$ cat src/rtl/md_unit.sv
// Iterative RV32M/RV64M multiply/divide unit for the E stage: one bit per cycle,
// combinational stall to the hazard unit, registered one-cycle done pulse with result.
module md_unit #(
  parameter int XLEN = 32
) (
  input  logic            clk,
  input  logic            rst,
  input  logic            start,
  input  logic [2:0]      funct3,
  input  logic [XLEN-1:0] op_a,
  input  logic [XLEN-1:0] op_b,
  input  logic            flush,
  output logic            stall,
  output logic            done,
  output logic [XLEN-1:0] result
);

  localparam int CW = $clog2(XLEN) + 1;
  localparam logic [XLEN-1:0] MIN_NEG = {1'b1, {(XLEN-1){1'b0}}};

  typedef enum logic [1:0] {IDLE, CALC, DONE} state_t;

  state_t            state, state_nxt;
  logic [2:0]        op_q;
  logic [XLEN-1:0]   mag_b;
  logic [XLEN:0]     acc_hi;
  logic [XLEN-1:0]   acc_lo;
  logic [CW-1:0]     count;
  logic              neg_main, neg_rem;

  logic              a_signed, b_signed, sign_a, sign_b;
  logic [XLEN-1:0]   mag_a_in, mag_b_in;
  logic              div0, ovf, special;
  logic [XLEN-1:0]   special_res;

  logic [XLEN:0]     mul_sum, rem_shift, diff;
  logic [XLEN:0]     acc_hi_nxt;
  logic [XLEN-1:0]   acc_lo_nxt;
  logic [2*XLEN-1:0] prod, prod_fix;
  logic [XLEN-1:0]   quo_fix, rem_fix, calc_res;

  // Operand decode for the incoming instruction; signed views come from funct3.
  always_comb begin
    a_signed = ~((funct3 == 3'b011) | (funct3 == 3'b101) | (funct3 == 3'b111));
    b_signed = (funct3 == 3'b000) | (funct3 == 3'b001) |
               (funct3 == 3'b100) | (funct3 == 3'b110);
    sign_a   = a_signed & op_a[XLEN-1];
    sign_b   = b_signed & op_b[XLEN-1];
    mag_a_in = sign_a ? (~op_a + 1'b1) : op_a;
    mag_b_in = sign_b ? (~op_b + 1'b1) : op_b;
    div0     = funct3[2] & (op_b == '0);
    ovf      = funct3[2] & ~funct3[0] & (op_a == MIN_NEG) & (op_b == '1);
    special  = div0 | ovf;
    special_res = '0;
    if (div0)
      special_res = funct3[1] ? op_a : '1;
    else if (ovf)
      special_res = funct3[1] ? '0 : op_a;
  end

  // One iteration: shift-add for multiply, restoring shift-subtract for divide.
  always_comb begin
    mul_sum   = acc_hi + {1'b0, (acc_lo[0] ? mag_b : {XLEN{1'b0}})};
    rem_shift = {acc_hi[XLEN-1:0], acc_lo[XLEN-1]};
    diff      = rem_shift - {1'b0, mag_b};
    if (op_q[2]) begin
      if (!diff[XLEN]) begin
        acc_hi_nxt = diff;
        acc_lo_nxt = {acc_lo[XLEN-2:0], 1'b1};
      end else begin
        acc_hi_nxt = rem_shift;
        acc_lo_nxt = {acc_lo[XLEN-2:0], 1'b0};
      end
    end else begin
      acc_hi_nxt = {1'b0, mul_sum[XLEN:1]};
      acc_lo_nxt = {mul_sum[0], acc_lo[XLEN-1:1]};
    end
    prod     = {acc_hi_nxt[XLEN-1:0], acc_lo_nxt};
    prod_fix = neg_main ? (~prod + 1'b1) : prod;
    quo_fix  = neg_main ? (~acc_lo_nxt + 1'b1) : acc_lo_nxt;
    rem_fix  = neg_rem ? (~acc_hi_nxt[XLEN-1:0] + 1'b1) : acc_hi_nxt[XLEN-1:0];
    case (op_q)
      3'b000:                 calc_res = prod_fix[XLEN-1:0];
      3'b001, 3'b010, 3'b011: calc_res = prod_fix[2*XLEN-1:XLEN];
      3'b100, 3'b101:         calc_res = quo_fix;
      default:                calc_res = rem_fix;
    endcase
  end

  always_comb begin
    state_nxt = state;
    stall     = 1'b0;
    case (state)
      IDLE: begin
        if (start && !flush) begin
          stall     = 1'b1;
          state_nxt = special ? DONE : CALC;
        end
      end
      CALC: begin
        stall = 1'b1;
        if (count == CW'(1))
          state_nxt = DONE;
      end
      default: state_nxt = IDLE;
    endcase
    if (flush)
      state_nxt = IDLE;
  end

  always_ff @(posedge clk) begin
    if (rst) begin
      state    <= IDLE;
      done     <= 1'b0;
      result   <= '0;
      op_q     <= '0;
      mag_b    <= '0;
      acc_hi   <= '0;
      acc_lo   <= '0;
      count    <= '0;
      neg_main <= 1'b0;
      neg_rem  <= 1'b0;
    end else begin
      state <= state_nxt;
      done  <= (state_nxt == DONE);
      if (state == IDLE && start && !flush) begin
        op_q     <= funct3;
        mag_b    <= mag_b_in;
        acc_hi   <= '0;
        acc_lo   <= mag_a_in;
        count    <= CW'(XLEN);
        neg_main <= sign_a ^ sign_b;
        neg_rem  <= sign_a;
        if (special)
          result <= special_res;
      end else if (state == CALC && !flush) begin
        acc_hi <= acc_hi_nxt;
        acc_lo <= acc_lo_nxt;
        count  <= count - 1'b1;
        // Last iteration: the sign-fixed result is taken straight from the stepped accumulator.
        if (count == CW'(1))
          result <= calc_res;
      end
    end
  end

endmodule

$ cat config.mk
export PLATFORM = sky130hd
export DESIGN_NAME = md_unit
export DESIGN_NICKNAME = d
export VERILOG_FILES = /design/src/rtl/md_unit.sv
export SDC_FILE = /design/constraint.sdc
export NUM_CORES = 1
export LEC_CHECK = 0
export CAP_MARGIN = 20
export CORE_UTILIZATION = 45
export DETAILED_ROUTE_END_ITERATION = 16
export DONT_BUFFER_PORTS = 1
export PLACE_DENSITY = 0.61
export SLEW_MARGIN = 20
export SYNTH_ARGS = -nofsm -noshare
export SYNTH_HDL_FRONTEND = slang
export SYNTH_SLANG_ARGS = --single-unit
$ cat constraint.sdc
create_clock -name clk -period 8.1 [get_ports clk]
set_input_delay 0.405 -clock clk [delete_from_list [all_inputs] [get_ports clk]]
set_output_delay 0.405 -clock clk [all_outputs]
set_load 0.02 [all_outputs]
==> results.ini, run 1 <==
[yosys]
ys_ff_latch=143
synth.distinct_cells=100
yosysWarningCount=0
synth_cells=2164
synthFlopType=dfxtp_1
synthArstFlopShare_pct=0
synth_edf_count=0
syn_area_per_cell_um2=7.05
ys_seq_area_share_pct=18.8
netlist_area_mm2=0.0153
synth_nets=2309

[hold_path]
hold_class=input pin to flip-flop

[critical_path]
setup.worst_path.end_class=flip-flop
endpoint=result[16]$_SDFFE_PP0P_
start_kind=flip-flop
path_max_fanout=9
crit_start=acc_lo[31]$_SDFFE_PP0P_
slowest_delay_ns=0.47
r2r-end=result[16]$_SDFFE_PP0P_
crit_type=flip-flop to flip-flop
worstReg2RegStart=acc_lo[31]$_SDFFE_PP0P_
cpMaxStageDelayCell=or2_2
worstPathArrival_ns=7.61
r2r_cells=29
r2r_slack_ns=0.84
crit_required_ns=8.45

[global_routing]
grt_max_degree=108
grt_pass1_vias=14975
grt_overflow_total=0
antenna_found_initial=2
grt_util_all_layers_pct=34.0
grt_pass1_wl_um=88800

[floorplanning]
rows=67
die_w_um=186
io_pins=105
fp.coreArea_mm2=0.0334
die_h_um=186
dieArea_mm2=0.0346
start_util_pct=45.6

[clock_network]
clockBufferDepth=2
cts_buffers=17
htreeDepth=4
clk_pin_slew_worst_paths_ns=0.07
cts_tree=built
cts_setup_buffers=0
cts-resized-gates=0
holdBufCountCts=0
insertion_delay_ns=0.45
cts_sinks=143
cts_root_buf=clkbuf_16

[timing]
post-route-min-period_ns=7.26
fmax_mhz=138
drv_slew=0
finalSetupTns_ns=0
relSlewSlack_pct=28.6
finalCritPeriodShare_pct=89.7
finalSetupViolCount=0
finalHoldViolations=0
tightest_slew_ns=1.07
finClkSkew_ns=0.0153
rsz0062_at_grt=false

[power_and_ir_drop]
power_frac_comb_pct=31.8
power.density_mw_per_mm2=145
p_leak_nw=5.79
power.share.sequential_pct=33.0
pwr-share-clk_pct=35.3
power.total_mw=2.32
ir_drop_v=0.000162
switchingPower_uw=905
swShare_pct=38.9
p_int_mw=1.42

[cells_and_area]
fin_cells=2525
multi_input_area_mm2=0.0115
drive_gt1_share_pct=6.51
area_growth_syn_to_layout_pct=5.17
final_core_util_pct=48.0
ff_latch_area_mm2=0.00287
fin_nets=2207
fill_cells=3483

[placement]
hpwlAfterDp_um=45000
dp_cells=2491
gp_congestion=1.03
io_buffer_count=0

[routing]
wl_per_cell_um=23.4
wirelength_um=59100
route.vias.total=16427
drtPass1Iterations=8
dr_wl_met3_um=5430
drt_iter0_markers=1873
drtAntennaViolNets=0
routed-wl-met2_um=25800
wl_met1_um=25700
post-route-drc-count=0
viasPerCell=6.51
top_layer=met5

[flow_run]
timing.max_cap.violations=0

[status]
status=finished clean

[cell families after synthesis]
logic type               Yosys count  share of synthesized area [%]
multiplexers                      46                           3.17
buffers and inverters            227                           5.97
AO/OA/AOI/OAI                    726                           31.6
flip-flops                       143                           18.8
AND/OR/NAND/NOR                  780                           24.7
XOR/XNOR                         168                           9.65
adder cells (fa/ha/maj)           74                           6.17
[sequential cells by signal, indices dropped and copies added (netlist names)]
name      flops
acc_hi       33
count         6
mag_b        32
neg_main      1
done          1
op_q          3
acc_lo       32
result       32
state         2
neg_rem       1
[routing by layer]
metal / vias to the layer above / global-route usage [%]
met5: - / 0
met4: 2 / 12.8
met3: 111 / 7.88
met2: 760 / 52.1
met1: 7824 / 45.9
li1: 7730 / -
[through the flow]
step,setup slack (ns),hold WS [ns],area [µm²]
finish,0.837,0.0288,16000
global route,0.380,0.0134,16000
CTS,0.996,0.0110,16000
detailed placement,1.04,0.463,15400
global placement,1.25,0.449,15400
floorplan,1.48,0.440,15300
[cell usage in the layout (no fill, tap or decap), drive strengths merged, types with 29 or more instances in the layout]
cell type and instances:
inv 84, nor2 268, or3 29, xor2 68
ha 72, nor3 43, buf 29, nand3 37
dfxtp 143, o211ai 29, a21oi 199, and2 50
a211oi 88, nand4 34, nand2 197, mux2i 33
o31ai 31, o21ai 168, xnor2 100
[worst max-delay path, delay by kind of cell, from the launching register on]
| kind | cells | cell delay, ns |
|---|---|---|
| compound gates | 14 | 3.14 |
| simple gates | 9 | 2.27 |
| fa+ha+maj | 4 | 1.13 |
| flops | 1 | 0.39 |
| xor+xnor | 1 | 0.09 |
| buf+inv | 1 | 0.08 |
[cell usage after synthesis (17+ instances only)]
cell | number | area share, %
nor2_1 | 268 | 6.6
nand2_1 | 197 | 4.8
a21oi_1 | 196 | 6.4
o21ai_0 | 153 | 5.0
dfxtp_1 | 143 | 19
clkbuf_1 | 109 | 2.7
xnor2_1 | 100 | 5.7
a211oi_1 | 81 | 4.0
inv_1 | 75 | 1.8
ha_1 | 72 | 5.9
xor2_1 | 68 | 3.9
and2_1 | 50 | 2.1
nor3_1 | 42 | 1.4
nand3_1 | 36 | 1.2
nand4_1 | 34 | 1.4
mux2i_1 | 31 | 2.0
o31ai_1 | 30 | 1.5
o211ai_1 | 29 | 1.4
or3_1 | 28 | 1.1
a21o_1 | 27 | 1.3
a311oi_1 | 23 | 1.3
buf_1 | 19 | 0.47
nand2b_1 | 18 | 0.74
nor4_1 | 18 | 0.74
a31oi_1 | 17 | 0.70
[area by class of cell]
type                       instances  share of cell area, %
multi-input combinational       1794                   71.7
sequential                       143                   17.9
tap                              448                   3.49
clock buffer                      18                   2.81
inverter                          77                   1.80
timing repair buffer              29                   1.36
clock inverter                    14                  0.881
antenna                            2                 0.0312
[power by group through the flow]
stage	Clock (mW)	Sequential, mW	Combinational (mW)
2_1_floorplan	0	0.760	0.552
4_1_cts	0.827	0.765	0.721
5_1_grt	0.856	0.770	0.799
3_3_place_gp	0	0.780	0.715
3_5_place_dp	0	0.781	0.717
6_report	0.820	0.766	0.738
[worst min-delay path by stage]
stage                       startpoint                      end  slack (ns)  cells after the start
2_1_floorplan   mag_b[30]$_SDFFE_PP0P_   mag_b[30]$_SDFFE_PP0P_        0.44                      2
3_3_place_gp     mag_b[0]$_SDFFE_PP0P_    mag_b[0]$_SDFFE_PP0P_        0.45                      2
3_5_place_dp   acc_hi[32]$_SDFFE_PP0P_  acc_hi[32]$_SDFFE_PP0P_        0.46                      2
4_1_cts                            rst   result[2]$_SDFFE_PP0P_        0.01                      1
5_1_grt                            rst  acc_lo[11]$_SDFFE_PP0P_        0.01                      1
6_report                           rst  acc_lo[10]$_SDFFE_PP0P_        0.03                      1
No activity file was read; power rests on OpenSTA's default activity.
==> run 2: changes to the inputs <==
--- a/config.mk
+++ b/config.mk
@@ -6,11 +6,11 @@
 export NUM_CORES = 1
 export LEC_CHECK = 0
 export CAP_MARGIN = 20
-export CORE_UTILIZATION = 45
+export CORE_UTILIZATION = 30
 export DETAILED_ROUTE_END_ITERATION = 16
 export DONT_BUFFER_PORTS = 1
-export PLACE_DENSITY = 0.61
-export SLEW_MARGIN = 20
+export PLACE_DENSITY = 0.45
+export SLEW_MARGIN = 5
 export SYNTH_ARGS = -nofsm -noshare
 export SYNTH_HDL_FRONTEND = slang
 export SYNTH_SLANG_ARGS = --single-unit
==> run 2 against run 1 <==
Clock-buffer cell count grew 2. Worst setup slack got worse by 0.19 ns. Core utilization is 15 points lower. Register-to-register slack worse by 0.19 ns. Via count fell by 1.1%. Flip-flop and latch count is the same. Combinational power rose by 2%. Sequential power barely moved.
==> results.ini, run 2 (synthesized netlist as in run 1, its figures left out) <==
[status]
status=finished clean

[timing]
post-route-min-period_ns=7.45  ; +0.189 ns
fin_hold_ws_ns=0.0169  ; -0.0119 ns
relSlewSlack_pct=39.9  ; +11 points
tightest_slew_ns=0.890  ; -0.181 ns
finClkSkew_ns=0.0150  ; -0.000249 ns
finalSetupViolCount=0  ; unchanged
fmax_mhz=134  ; -2.5%
finalHoldViolations=0  ; unchanged
finalSetupTns_ns=0  ; unchanged
drv_slew=0  ; unchanged
finalCritPeriodShare_pct=92.0  ; +2.3 points
rsz0062_at_grt=false

[critical_path]
cpMaxStageDelayCell=o41ai_1
worstPathArrival_ns=7.83  ; +0.22 ns
r2r_cells=26  ; -10%
path_max_fanout=33  ; +24
crit_type=flip-flop to flip-flop
slowest_delay_ns=0.80  ; +0.33 ns
start_kind=flip-flop
crit_required_ns=8.47  ; +0.02 ns
setup.worst_path.end_class=flip-flop

[power_and_ir_drop]
p_leak_nw=5.81  ; +0.36%
ir_drop_v=0.000165  ; +1.7%
power.density_mw_per_mm2=143  ; -1.6%

[routing]
viasPerCell=5.90  ; -9.4%
drtPass1Iterations=5  ; -3
wl_per_cell_um=23.6  ; +0.70%
drt_iter0_markers=1253  ; -33%
post-route-drc-count=0  ; unchanged
drtAntennaViolNets=0  ; unchanged
wirelength_um=65000  ; +9.9%
route.vias.total=16254  ; -1.1%

[floorplanning]
rows=82  ; +22%
die_h_um=227  ; +22%
fp.coreArea_mm2=0.0502  ; +50%
start_util_pct=30.4  ; -15 points
die_w_um=227  ; +22%
dieArea_mm2=0.0518  ; +49%
io_pins=105  ; unchanged

[clock_network]
cts_setup_buffers=0  ; unchanged
cts_sinks=143  ; unchanged
htreeDepth=4  ; unchanged
clk_pin_slew_worst_paths_ns=0.07  ; about the same
insertion_delay_ns=0.47  ; +0.02 ns
cts_buffers=17  ; unchanged
cts_root_buf=clkbuf_16
clockBufferDepth=2  ; unchanged
cts_tree=built
cts-resized-gates=0  ; unchanged

[global_routing]
grt_pass1_vias=15245  ; +1.8%
grt_overflow_total=0  ; unchanged
grt_util_all_layers_pct=25.0  ; -9.0 points
grt_pass1_wl_um=97100  ; +9.3%
grt_max_degree=107  ; -0.93%
antenna_found_initial=1  ; -1

[placement]
hpwlAfterDp_um=50200  ; +12%
gp_congestion=0.941  ; -8.2%
io_buffer_count=0  ; unchanged

[cells_and_area]
largest_reg_flops=33  ; unchanged
fin_nets=2216  ; +0.41%
fill_cells=5472  ; +57%
final_common_cell=nor2_1
top_register=acc_hi
layout_common_cells=nor2_1, nand2_1, a21oi_1
area_growth_syn_to_layout_pct=7.19
final_core_util_pct=32.6  ; -15 points
drive_gt1_share_pct=6.72  ; +0.21 points

[hold_path]
min_path_cells=1  ; unchanged
hold_class=input pin to flip-flop

[flow_run]
timing.max_cap.violations=0  ; unchanged

-- run 2: routing by layer --
metal,global-route usage (%),wire length (µm),vias up
met3,3.20,3320,77
met4,7.30,1550,0
met2,40.5,29900,497
li1,-,-,7760
met5,0,0,-
met1,34.3,30200,7920
-- run 2: what timing repair did --
item / in CTS / in global routing
setup endpoints to repair: 0 / 0
hold buffers: 1 / 0
hold endpoints to repair: 2 / 0
-- run 2: through the flow --
step | cell area (µm²) | total power, mW | std cells | setup slack (ns)
floorplan | 15300 | 1.31 | 2164 | 1.48
global placement | 15800 | 1.52 | 2723 | 0.964
detailed placement | 15800 | 1.52 | 2723 | 0.885
CTS | 16300 | 2.33 | 2756 | 0.836
global route | 16300 | 2.44 | 2756 | 0.112
finish | 16400 | 2.33 | 2757 | 0.648
-- run 2: worst max-delay path: cells and delay by family (launching register included) --
family,cells,cell delay [ns]
compound gates,13,3.22
xor+xnor,1,0.17
buf+inv,4,0.98
simple gates,5,1.77
flops,1,0.39
fa+ha+maj,3,0.77
-- run 2: layout make-up --
type	instances	area [µm²]	area share, %
multi-input cells	1794	11500	70.4
diodes	1	2.50	0.0153
flip-flops and latches	143	2870	17.5
clock inverters	12	110	0.673
repair buffers	38	288	1.76
well taps	672	841	5.14
clock buffers	20	447	2.73
inverters	77	289	1.77
-- run 2: path summary, 6_finish.rpt --
check | slack (ns) | start | to
worst min-delay path | 0.02 | rst | result[0]$_SDFFE_PP0P_
worst min register to register | 0.46 | acc_hi[32]$_SDFFE_PP0P_ | acc_hi[32]$_SDFFE_PP0P_
worst max register to register | 0.65 | acc_lo[31]$_SDFFE_PP0P_ | result[25]$_SDFFE_PP0P_
worst max-delay path | 0.65 | acc_lo[31]$_SDFFE_PP0P_ | result[25]$_SDFFE_PP0P_
-- run 2: report_power, final --
group          internal [mW]  switching (mW)  total, mW
combinational          0.266           0.488      0.754
sequential             0.728          0.0393      0.767
clock                  0.432           0.377      0.810
==> run 3: changes to the inputs <==
--- a/config.mk
+++ b/config.mk
@@ -9,7 +9,7 @@
 export CORE_UTILIZATION = 30
 export DETAILED_ROUTE_END_ITERATION = 16
 export DONT_BUFFER_PORTS = 1
-export PLACE_DENSITY = 0.45
+export PLACE_DENSITY = 0.46
 export SLEW_MARGIN = 5
 export SYNTH_ARGS = -nofsm -noshare
 export SYNTH_HDL_FRONTEND = slang
==> constraint.sdc (replaced) <==
create_clock -name clk -period 6.8 [get_ports clk]
set_input_delay 0.34 -clock clk [delete_from_list [all_inputs] [get_ports clk]]
set_output_delay 0.34 -clock clk [all_outputs]
set_load 0.02 [all_outputs]
==> run 3 against run 2 <==
Sequential power up 19%. Global-route usage up 0.77 points. Hold slack better by 0.018 ns. Clock power up 19%. Worst setup slack worse by 0.25 ns. Sequential share of layout area down 0.65 points. Critical path depth up 1. Fmax up 16%.
==> results.ini, run 3 (synthesized netlist as in run 1, its figures left out) <==
[hold_path]
hold_class=input pin to flip-flop
min_path_cells=2  ; +1
min_from=op_a[1]
min_to=acc_lo[1]$_SDFFE_PP0P_

[routing]
viasPerCell=5.89  ; -0.12%
post-route-drc-count=0  ; unchanged
drtAntennaViolNets=0  ; unchanged
wl_per_cell_um=23.7  ; +0.66%
wirelength_um=66900  ; +2.9%
drt_iter0_markers=1594  ; +27%
drtPass1Iterations=8  ; +3
route.vias.total=16600  ; +2.1%

[power_and_ir_drop]
power.total_mw=2.86  ; +23%
ir_drop_v=0.000193  ; +17%
p_leak_nw=6.15  ; +5.7%
power.density_mw_per_mm2=168  ; +18%

[clock_network]
clk_pin_slew_worst_paths_ns=0.07  ; about the same
cts_sinks=143  ; unchanged
cts_buffers=17  ; unchanged
clockBufferDepth=2  ; unchanged
cts_tree=built
insertion_delay_ns=0.48  ; about the same
cts_root_buf=clkbuf_16
htreeDepth=4  ; unchanged

[timing]
finalHoldViolations=0  ; unchanged
tightest_slew_ns=1.11  ; +0.218 ns
relSlewSlack_pct=26.0  ; -14 points
drv_slew=0  ; unchanged
fin_ws_ns=0.402  ; -0.246 ns
fmax_mhz=156  ; +16%
post-route-min-period_ns=6.40  ; -1.05 ns
finalSetupViolCount=0  ; unchanged
finalCritPeriodShare_pct=94.1  ; +2.1 points
finClkSkew_ns=0.0122  ; -0.00284 ns

[global_routing]
grt_util_all_layers_pct=25.7  ; +0.77 points
grt_max_degree=100  ; -6.5%
grt_pass1_vias=15628  ; +2.5%
grt_pass1_wl_um=99000  ; +2.0%
antenna_found_initial=3  ; +2
grt_overflow_total=0  ; unchanged

[placement]
place_ws_ns=-0.0417  ; -0.927 ns
gp_congestion=0.943  ; +0.28%
dp_cells=2780  ; +2.1%
place_area_mm2=0.0162  ; +2.8%
hpwlAfterDp_um=51800  ; +3.0%
io_buffer_count=0  ; unchanged

[floorplanning]
die_h_um=227  ; unchanged
die_w_um=227  ; unchanged
rows=82  ; unchanged
fp.coreArea_mm2=0.0502  ; unchanged
io_pins=105  ; unchanged
dieArea_mm2=0.0518  ; unchanged
start_util_pct=30.4  ; unchanged

[cells_and_area]
final_cell_area_mm2=0.0170  ; +3.9%
top_register=acc_hi
multi_input_area_mm2=0.0116  ; +1.0%
layout_common_cells=nor2_1, nand2_1, a21oi_1
largest_reg_flops=33  ; unchanged
final_common_cell=nor2_1
fin_cells=2819  ; +2.2%
area_growth_syn_to_layout_pct=11.3
fill_cells=5479  ; +0.13%
fin_nets=2279  ; +2.8%
drive_gt1_share_pct=10.2  ; +3.4 points
ff_latch_area_mm2=0.00287  ; unchanged

[critical_path]
crit_type=flip-flop to flip-flop
start_kind=flip-flop
r2r-end=result[26]$_SDFFE_PP0P_
crit_required_ns=7.14  ; -1.33 ns
setup.worst_path.end_class=flip-flop
worstReg2RegStart=acc_lo[31]$_SDFFE_PP0P_
r2r_slack_ns=0.40  ; -0.25 ns
worstPathArrival_ns=6.73  ; -1.10 ns
path_max_fanout=27  ; -18%
r2r_cells=27  ; +3.8%

[flow_run]
timing.max_cap.violations=0  ; unchanged

[status]
status=finished clean

==> run 3: worst max-delay path by stage <==
stage                                  startpoint                 endpoint  slack (ns)
after CTS                  mag_b[11]$_SDFFE_PP0P_  result[26]$_SDFFE_PP0P_        0.01
after global routing       mag_b[15]$_SDFFE_PP0P_  result[26]$_SDFFE_PP0P_      -0.002
after detailed placement  acc_lo[31]$_SDFFE_PP0P_  result[26]$_SDFFE_PP0P_       -0.04
final                     acc_lo[31]$_SDFFE_PP0P_  result[26]$_SDFFE_PP0P_        0.40
after global placement    acc_lo[31]$_SDFFE_PP0P_  result[26]$_SDFFE_PP0P_        0.10
after floorplan           acc_lo[31]$_SDFFE_PP0P_  result[16]$_SDFFE_PP0P_        0.18
==> run 3: timing repair <==
action | in CTS | in global routing
gates cloned | 0 | 0
endpoints found under the hold margin | 99 | 0
pin swaps | 1 | 4
gates resized for setup | 1 | 21
endpoints found under the setup margin | 1 | 19
hold buffers | 4 | 0
buffers inserted | 0 | 3
==> run 3: cell type report <==
class | count | area share (%)
Clock inverter | 12 | 0.707
Sequential cell | 143 | 16.9
Timing Repair Buffer | 101 | 4.70
Inverter | 77 | 1.70
Tap cell | 672 | 4.95
Antenna cell | 1 | 0.0147
Multi-Input combinational cell | 1794 | 68.4
Clock buffer | 19 | 2.61
==> run 3: power breakdown <==
| part | total (mW) | switching, mW | internal [mW] |
|---|---|---|---|
| logic | 0.990 | 0.622 | 0.368 |
| registers | 0.909 | 0.0416 | 0.867 |
| clock network | 0.963 | 0.421 | 0.542 |
| total | 2.86 | 1.08 | 1.78 |
==> run 3: per-stage QoR <==
step           setup TNS [ns]  util (%)  hold slack [ns]
5_1_grt              -0.00225      33.8           0.0110
4_1_cts                     0      33.6          0.00651
3_3_place_gp                0      32.3            0.421
2_1_floorplan               0         -            0.440
6_report                    0      33.8           0.0348
3_5_place_dp          -0.0417      32.3            0.429
==> run 3: metal layers <==
layer  global-route usage (%)  vias up  part of all wire [%]
li1                         -     7870                     -
met1                     35.1     8059                    46
met2                     40.9      572                    45
met3                     4.00       99                   5.7
met4                     8.90        0                   3.0
met5                        0        -                     0
==> run 3: critical path: stages, from the launching register on <==
cell	delay, ns
dfxtp_1	0.33
inv_1	0.06
ha_1	0.21
fa_2	0.37
nand2b_4	0.16
a21o_1	0.20
a211oi_4	0.29
o21bai_2	0.14
a21oi_2	0.18
o221a_2	0.23
o21a_1	0.12
o21ai_0	0.07
nand2b_1	0.09
ha_2	0.32
buf_4	0.21
inv_1	0.21
buf_12	0.22
nor2_1	0.05
o21ai_0	0.07
nand4b_1	0.22
o22a_1	0.30
or2_2	0.35
or3_4	0.42
or4_4	0.46
o31ai_4	0.28
xnor2_1	0.09
a222oi_1	0.46
o22ai_1	0.13
